[src/rtl/data_cache_ctrl.sv]
// Direct-mapped, write-back, write-allocate data cache (4 lines x 4 words) between the
// MEM stage and a line-oriented data memory, with hit/miss performance counters.
module data_cache_ctrl #(
  parameter int WORD_SIZE   = 16,
  parameter int MEM_LATENCY = 4
) (
  input  logic                 Clk,
  input  logic                 Reset_N,
  input  logic                 req_read,
  input  logic                 req_write,
  input  logic [WORD_SIZE-1:0] req_addr,
  input  logic [WORD_SIZE-1:0] req_wdata,
  output logic [WORD_SIZE-1:0] rdata,
  output logic                 busy,
  output logic                 mem_readM,
  output logic                 mem_writeM,
  output logic [WORD_SIZE-1:0] mem_address,
  input  logic [WORD_SIZE-1:0] mem_rdata1,
  input  logic [WORD_SIZE-1:0] mem_rdata2,
  input  logic [WORD_SIZE-1:0] mem_rdata3,
  input  logic [WORD_SIZE-1:0] mem_rdata4,
  output logic [WORD_SIZE-1:0] mem_wdata1,
  output logic [WORD_SIZE-1:0] mem_wdata2,
  output logic [WORD_SIZE-1:0] mem_wdata3,
  output logic [WORD_SIZE-1:0] mem_wdata4,
  output logic [WORD_SIZE-1:0] hit_count,
  output logic [WORD_SIZE-1:0] miss_count,
  output logic [1:0]           state_dbg
);

  localparam int TAG_W = WORD_SIZE - 4;
  localparam int CW    = (MEM_LATENCY > 1) ? $clog2(MEM_LATENCY) : 1;
  localparam logic [CW-1:0] LAT_LAST = CW'(MEM_LATENCY - 1);

  typedef enum logic [1:0] {
    S_IDLE      = 2'd0,
    S_WRITEBACK = 2'd1,
    S_FILL      = 2'd2
  } state_t;

  state_t state_q, state_d;
  logic [CW-1:0]        cnt_q;
  logic [3:0]           valid_q, dirty_q;
  logic [TAG_W-1:0]     tag_q  [4];
  logic [WORD_SIZE-1:0] data_q [4][4];
  logic [WORD_SIZE-1:0] wdata_q [4];
  logic [WORD_SIZE-1:0] addr_q, hit_q, miss_q;

  logic             req, hit, lat_done, do_hit, do_miss;
  logic [1:0]       idx, off;
  logic [TAG_W-1:0] req_tag;

  assign req      = req_read | req_write;
  assign idx      = req_addr[3:2];
  assign off      = req_addr[1:0];
  assign req_tag  = req_addr[WORD_SIZE-1:4];
  assign hit      = valid_q[idx] && (tag_q[idx] == req_tag);
  assign lat_done = (cnt_q == LAT_LAST);

  // Strobes derive from the state register so an async reset drops them at once.
  always_comb begin
    state_d    = state_q;
    busy       = 1'b0;
    rdata      = '0;
    mem_readM  = 1'b0;
    mem_writeM = 1'b0;
    do_hit     = 1'b0;
    do_miss    = 1'b0;
    case (state_q)
      S_IDLE: begin
        if (req) begin
          if (hit) begin
            do_hit = 1'b1;
            if (req_read) rdata = data_q[idx][off];
          end else begin
            busy    = 1'b1;
            do_miss = 1'b1;
            state_d = (valid_q[idx] && dirty_q[idx]) ? S_WRITEBACK : S_FILL;
          end
        end
      end
      S_WRITEBACK: begin
        busy       = 1'b1;
        mem_writeM = 1'b1;
        if (lat_done) state_d = S_FILL;
      end
      S_FILL: begin
        busy      = 1'b1;
        mem_readM = 1'b1;
        if (lat_done) state_d = S_IDLE;
      end
      default: state_d = S_IDLE;
    endcase
    if (!Reset_N) begin
      busy  = 1'b0;
      rdata = '0;
    end
  end

  always_ff @(posedge Clk or negedge Reset_N) begin
    if (!Reset_N) begin
      state_q <= S_IDLE;
      cnt_q   <= '0;
      valid_q <= '0;
      dirty_q <= '0;
      addr_q  <= '0;
      hit_q   <= '0;
      miss_q  <= '0;
      for (int i = 0; i < 4; i++) wdata_q[i] <= '0;
    end else begin
      state_q <= state_d;
      case (state_q)
        S_IDLE: begin
          cnt_q <= '0;
          if (do_hit) begin
            hit_q <= hit_q + WORD_SIZE'(1);
            if (req_write) dirty_q[idx] <= 1'b1;
          end
          if (do_miss) begin
            miss_q <= miss_q + WORD_SIZE'(1);
            if (state_d == S_WRITEBACK) begin
              addr_q <= {tag_q[idx], idx, 2'b00};
              for (int i = 0; i < 4; i++) wdata_q[i] <= data_q[idx][i];
            end else begin
              addr_q <= {req_tag, idx, 2'b00};
            end
          end
        end
        S_WRITEBACK: begin
          if (lat_done) begin
            cnt_q        <= '0;
            dirty_q[idx] <= 1'b0;
            addr_q       <= {req_tag, idx, 2'b00};
          end else begin
            cnt_q <= cnt_q + CW'(1);
          end
        end
        S_FILL: begin
          if (lat_done) begin
            cnt_q        <= '0;
            valid_q[idx] <= 1'b1;
            dirty_q[idx] <= 1'b0;
          end else begin
            cnt_q <= cnt_q + CW'(1);
          end
        end
        default: cnt_q <= '0;
      endcase
    end
  end

  // Line storage needs no reset: nothing is visible until valid is set by a fill.
  always_ff @(posedge Clk) begin
    if (state_q == S_IDLE && do_hit && req_write)
      data_q[idx][off] <= req_wdata;
    if (state_q == S_FILL && lat_done) begin
      tag_q[idx]     <= req_tag;
      data_q[idx][0] <= mem_rdata1;
      data_q[idx][1] <= mem_rdata2;
      data_q[idx][2] <= mem_rdata3;
      data_q[idx][3] <= mem_rdata4;
    end
  end

  assign mem_address = addr_q;
  assign mem_wdata1  = wdata_q[0];
  assign mem_wdata2  = wdata_q[1];
  assign mem_wdata3  = wdata_q[2];
  assign mem_wdata4  = wdata_q[3];
  assign hit_count   = hit_q;
  assign miss_count  = miss_q;
  assign state_dbg   = state_q;

endmodule

[config.mk]
export PLATFORM = sky130hd
export DESIGN_NAME = data_cache_ctrl
export DESIGN_NICKNAME = d
export VERILOG_FILES = /design/src/rtl/data_cache_ctrl.sv
export SDC_FILE = /design/constraint.sdc
export NUM_CORES = 1
export LEC_CHECK = 0
export BUFFER_PORTS_ARGS = -buffer_cell sky130_fd_sc_hd__buf_4
export CORE_ASPECT_RATIO = 2
export CORE_MARGIN = 1.5
export CORE_UTILIZATION = 62
export DETAILED_ROUTE_END_ITERATION = 8
export PLACE_DENSITY_LB_ADDON = 0.2
export SKIP_LAST_GASP = 1
export SLEW_MARGIN = 20
export SYNTH_ARGS = -nofsm -noshare
export SYNTH_HDL_FRONTEND = slang
export SYNTH_SLANG_ARGS = --single-unit
[constraint.sdc]
create_clock -name Clk -period 7.3 [get_ports Clk]
set_input_delay 1.095 -clock Clk [delete_from_list [all_inputs] [get_ports Clk]]
set_output_delay 1.095 -clock Clk [all_outputs]
set_load 0.01 [all_outputs]
## Yosys cells after proc, flatten, opt, wreduce, memory -nomap -nowiden

Memories as Yosys holds them, arrays and structs flattened.
Index checks and enable logic that the tools add are counted.

| word-level totals | value |
|---|---|
| flip-flop bits (word level) | 124 |
| RAM bits | 304 |
| bits of input ports | 100 |
| output and inout port bits | 133 |
| memories | 2 |

| operators by class | value |
|---|---|
| $add $sub $neg | 3 |
| order comparisons | 4 |
| eq/ne operators | 10 |
| multiplexer cells | 110 |
| bitwise operators | 70 |
| reductions and logical operators | 17 |

Memories:

| name | words | width | read ports | clocked after Yosys merged registers in | write ports | line | text |
|---|---|---|---|---|---|---|---|
| data_q | 4 | 64 | 1 | 0 | 1 | 45 | `logic [WORD_SIZE-1:0] data_q [4][4];` |
| tag_q | 4 | 12 | 1 | 0 | 1 | 44 | `logic [TAG_W-1:0] tag_q [4];` |

Operators by type and width:

| kind | count |
|---|---|
| 2-to-1 mux 16 bit | 11 |
| 2-to-1 mux 1 bit | 79 |
| OR 1 bit | 65 |
| 2-to-1 mux 64 bit | 1 |
| adder 16 x 1 -> 16 bit, second input constant | 2 |
| binary-select mux 16 bit (select 2 bit) | 1 |
| demux 16 bit (select 2 bit) | 1 |
| one-hot mux 16 bit (2 select lines) | 1 |
| 2-to-1 mux 2 bit | 7 |
| equality test 12 bit | 1 |
| 2-to-1 mux 4 bit | 3 |
| inequality test 2 bit, second input constant | 4 |
| OR 4 bit | 2 |
| one-hot mux 4 bit (2 select lines) | 1 |
| logical AND 1 bit | 7 |
| one-hot mux 2 bit (3 select lines) | 1 |
| AND reduction 2 bit | 3 |
| AND reduction 3 bit | 2 |
| AND 4 bit | 1 |
| binary-select mux 1 bit (select 2 bit) | 2 |
| equality test 2 x 1 -> 1 bit, second input constant | 2 |
| equality test 2 bit, second input constant | 2 |
| NOT 4 bit | 1 |
| AND reduction 4 bit | 1 |
| 12 further kinds | 13 |

## Longest topological paths before layout

| depth | value |
|---|---|
| depth in word-level cells | 11 |
| gate-level depth with buffers | 11 |
| depth with buffers taken out | 8 |

## Worst setup path after synthesis

Ideal clock, no wire load.

| path | value |
|---|---|
| kind | input -> output |
| start point | input req_addr[2] |
| end point | output rdata[10] |
| data arrival time | 3393 ps |
| data required time | 6205 ps |
| slack | 2812 ps |
| cell stages on the path | 9 |
| path buffers | 3 |
| path through | buf_2 -> buf_6 -> mux4_2 -> xnor2_1 -> nand4_1 -> nor4_4 -> nand4_1 -> clkbuf_1 -> nor2b_1 |

| on the way | value |
|---|---|
| cells in the longest elaborated chain, start to end | 9 |
| elaborated cells between the ends (all ways) | 14 |

RTL lines:

| item | line | text |
|---|---|---|
| from (decl) | 11 | `input logic [WORD_SIZE-1:0] req_addr,` |
| memory (4 x 64 bit) | -- |  |
| binary-select mux 16 bit (select 2 bit) | 74 | `if (req_read) rdata = data_q[idx][off];` |
| 2-to-1 mux 16 bit (implied by the code) (2 in a row) | 74 |  |
| 2-to-1 mux 16 bit | 74 |  |
| 2-to-1 mux 16 bit (*) | 72 | `if (hit) begin` |
| 2-to-1 mux 16 bit (*) | 71 | `if (req) begin` |
| 2-to-1 mux 16 bit (*) | 69 | `case (state_q)` |
| 2-to-1 mux 16 bit (*) | 94 | `if (!Reset_N) begin` |
| to (decl) | 13 | `output logic [WORD_SIZE-1:0] rdata,` |

Mark *: on every way between the ends. The rest lies on a longest branch, timed or not. The select of a mux whose other input is x is not followed.

## Worst setup path in the final report

| path | value |
|---|---|
| start point | input req_addr[2] |
| end point | output rdata[7] |

Same word-level chain as after synthesis.

==> impl_metrics.toml <==
[outcome]
status = "finished clean"

[route]
top_layer = "met4"
via_per_inst = 6.20
met3_length_mm = 2.72
wl_mm = 43.1
wl_per_cell_um = 25.7
ant_nets = 0
drc = 0
met2RoutedLength_mm = 23.8
num_vias = 10400
wirelength_met1_mm = 14.2
drtIter0Drc = 832
drtPass1Iterations = 7

[yosys]
ys_seq_area_frac = 0.696
synth_xor_area_frac = 0.0210
synth-edff-count = 304
ys_ff_latch = 426
yosysWarnings = 0
synthAdderAreaFrac = 0.00500
ys.flop_type = "edfxtp_1"
synth_compound_area_frac = 0.0212
synth-simple-area-share = 0.0712
synth.avg_cell_area_um2 = 16.6
synth_cell_type_count = 38
synth_top_family_by_area = "multiplexers"
synth_mux_area_frac = 0.166
async_flop_share = 0.286
postSynthCellCount = 1054
synth_area_um2 = 17500

[floorplanning]
core_um2 = 27700
fp.dieH_um = 241
die_w_um = 122
row_count = 86
initial_core_util = 0.633
dieArea_um2 = 29300
ioPinCount = 233

[finish]
fill_cells = 1631
drive_above_1_share = 0.369
antenna_cells = 0
area_delta_synth_final_pct = 19.2
fin_nets = 1403
fin_util = 0.755
post_layout_nonfiller_instances = 1676

[hold_path]
hold_path_depth = 1
hp-class = "flop to flop"

[clock_tree]
clk_latency_ns = 0.55
clock-sinks = 426
ctsLongestPathBuffers = 3
cts_resized = 0
htreeDepth = 2
cts_tree = "yes"
cts_made_buffers = 36
cts_setup_buffers = 0
path_clk_slew_ns = 0.07
clockRootBuffer = "clkbuf_16"
cts_hold_buf = 0

[timing]
whs_ns = 0.444
relSlewSlack = 0.359
fin_crit_sh = 0.734
setup_slack_ns = 1.94
fmax_mhz = 187
drv_slew = 0
hold_viol_final = 0
clock_skew_ns = 0.0167
min_period_ns = 5.36
tns_ns = 0
setup_viol = 0
grt_setup_unrepaired = "no"
worst_slew_pin_slew_ns = 0.962

[power_and_ir_drop]
power_density_nw_per_um2 = 309
ir_drop_v = 0.000333
p_leak_uw = 0.00803

[place]
placed_cells = 1610
place.gp.congestion = 0.805
io_buffer_count = 230
dp_slack_ns = 1.84
dp_hpwl_mm = 29.0

[grt]
grt_pass1_wl_mm = 64.2
antenna_found_initial = 0
overflow = 0
first_global_vias = 10700
grt_max_degree = 69
grtUsageTotal = 0.305

[setup_path]
slowest_stage = "buf_4"
crit_fanout = 47
cp_slowest_stage_delay_ns = 0.68
cp_num_buf_inv = 3
crit_top_cell = "buf_4"
crit_family = "simple AND/OR/NAND/NOR gates"
reg2reg_depth = 9
crit_required_ns = 6.20
startpoint_type = "input port"
crit_chain = "buf_4, mux4_2, xnor2_1, nand4_1, nor4_4, nand4_1, buf_4, nor2b_1, buf_4"
endpoint_kind = "output pin"
cp.depth = 9
crit_type = "input port to output pin"
arrival_ns = 4.26

[flow_run]
cap_violations = 0
-- placed cells by master (no fill, tap or decap), types with 3 or more instances in the layout --
master,count
edfxtp_1,304
nand2_1,156
clkbuf_1,5
nand3_1,10
a21oi_1,19
inv_6,5
mux2_1,4
and2_1,6
xor2_1,7
clkinvlp_4,4
nor2_1,43
nor2_2,4
dfrtp_1,122
ha_1,7
mux2_2,64
and3_1,5
nand4_1,17
o31a_1,12
bufinv_16,5
clkbuf_16,37
buf_4,254
or2_2,6
o21ai_0,23
nor2b_1,17
inv_1,23
clkinv_2,4
xnor2_1,35
a31oi_1,5
mux4_2,94
clkbuf_8,3
-- final timing paths --
kind                                               to             startpoint  slack, ns
setup / recovery                             rdata[7]            req_addr[2]       1.94
hold / removal                     cnt_q[0]$_DFF_PN0_     cnt_q[0]$_DFF_PN0_       0.44
setup reg to reg            mem_wdata1[6]$_DFFE_PN0P_  tag_q[3][5]$_DFFE_PP_       3.43
hold reg to reg                    cnt_q[0]$_DFF_PN0_     cnt_q[0]$_DFF_PN0_       0.44
max in group asynchronous   mem_wdata1[7]$_DFFE_PN0P_                Reset_N       5.43
min in group asynchronous  mem_wdata2[10]$_DFFE_PN0P_                Reset_N       0.54
-- through the flow --
stage	cell area (µm²)	power, µW
finish	20900	6450
floorplan	17500	3840
CTS	20900	6480
global route	20900	6690
detailed placement	19600	4480
global placement	19600	4430
-- logic make-up (layout without fill, tap and decap cells) --
logic type / after synthesis / count (layout)
compound gates: 62 / 62
xor+xnor: 42 / 42
fa+ha+maj: 7 / 7
buf+inv: 76 / 345
flops: 426 / 426
mux: 164 / 164
other cells: 1 / 2
simple gates: 276 / 276
-- worst register-to-register path, cell delays in order (launching register included) --
cell and delay [ns]:
edfxtp_1 0.37, mux4_2 0.50, xnor2_1 0.19, nand4_1 0.21, nor4_4 0.60, mux2i_1 0.20, and2_4 0.21, nor4_4 0.23
buf_4 0.76, mux2_2 0.48
-- report_power, final --
part / total (µW) / switching [µW] / leakage, µW / internal, µW
clock network: 2020 / 871 / 0.000600 / 1150
registers: 3030 / 171 / 0.00428 / 2860
logic: 1400 / 706 / 0.00315 / 690
total: 6450 / 1750 / 0.00803 / 4710
-- metal layers --
layer | up-vias | global-route usage
met5 | - | 0
met2 | 504 | 0.546
met1 | 5295 | 0.354
li1 | 4451 | -
met4 | 0 | 0.160
met3 | 133 | 0.0428
-- cells in the mapped netlist (10+ instances only) --
| library cell | number | area [µm²] |
|---|---|---|
| nand2_1 | 156 | 586 |
| o31a_1 | 12 | 105 |
| nor2b_1 | 17 | 106 |
| o21ai_0 | 23 | 115 |
| nor2_1 | 47 | 176 |
| nand3_1 | 10 | 50.1 |
| clkbuf_1 | 30 | 113 |
| a21oi_1 | 20 | 100 |
| xnor2_1 | 35 | 307 |
| edfxtp_1 | 304 | 9130 |
| dfrtp_1 | 122 | 3050 |
| mux2_2 | 64 | 721 |
| nand4_1 | 17 | 106 |
| buf_1 | 10 | 37.5 |
| inv_1 | 23 | 86.3 |
| mux4_2 | 94 | 2120 |
-- area by class of cell --
cell class | instances | area (µm²) | share of cell area
clock buffer | 45 | 986 | 0.0472
clock inverter | 21 | 260 | 0.0125
inverter | 24 | 90.1 | 0.00432
multi-input combinational | 553 | 5000 | 0.239
sequential | 426 | 12200 | 0.584
tap | 352 | 440 | 0.0211
timing repair buffer | 255 | 1920 | 0.0919
-- state kept, by name (all words and copies together), names as in the netlist, 4 cells and up, named ones only --
| signal | cells |
|---|---|
| miss_count | 16 |
| mem_address | 14 |
| tag_q | 48 |
| data_q | 256 |
| mem_wdata2 | 16 |
| valid_q | 4 |
| mem_wdata4 | 16 |
| hit_count | 16 |
| mem_wdata3 | 16 |
| mem_wdata1 | 16 |
Power figures use the tool's default switching activity.
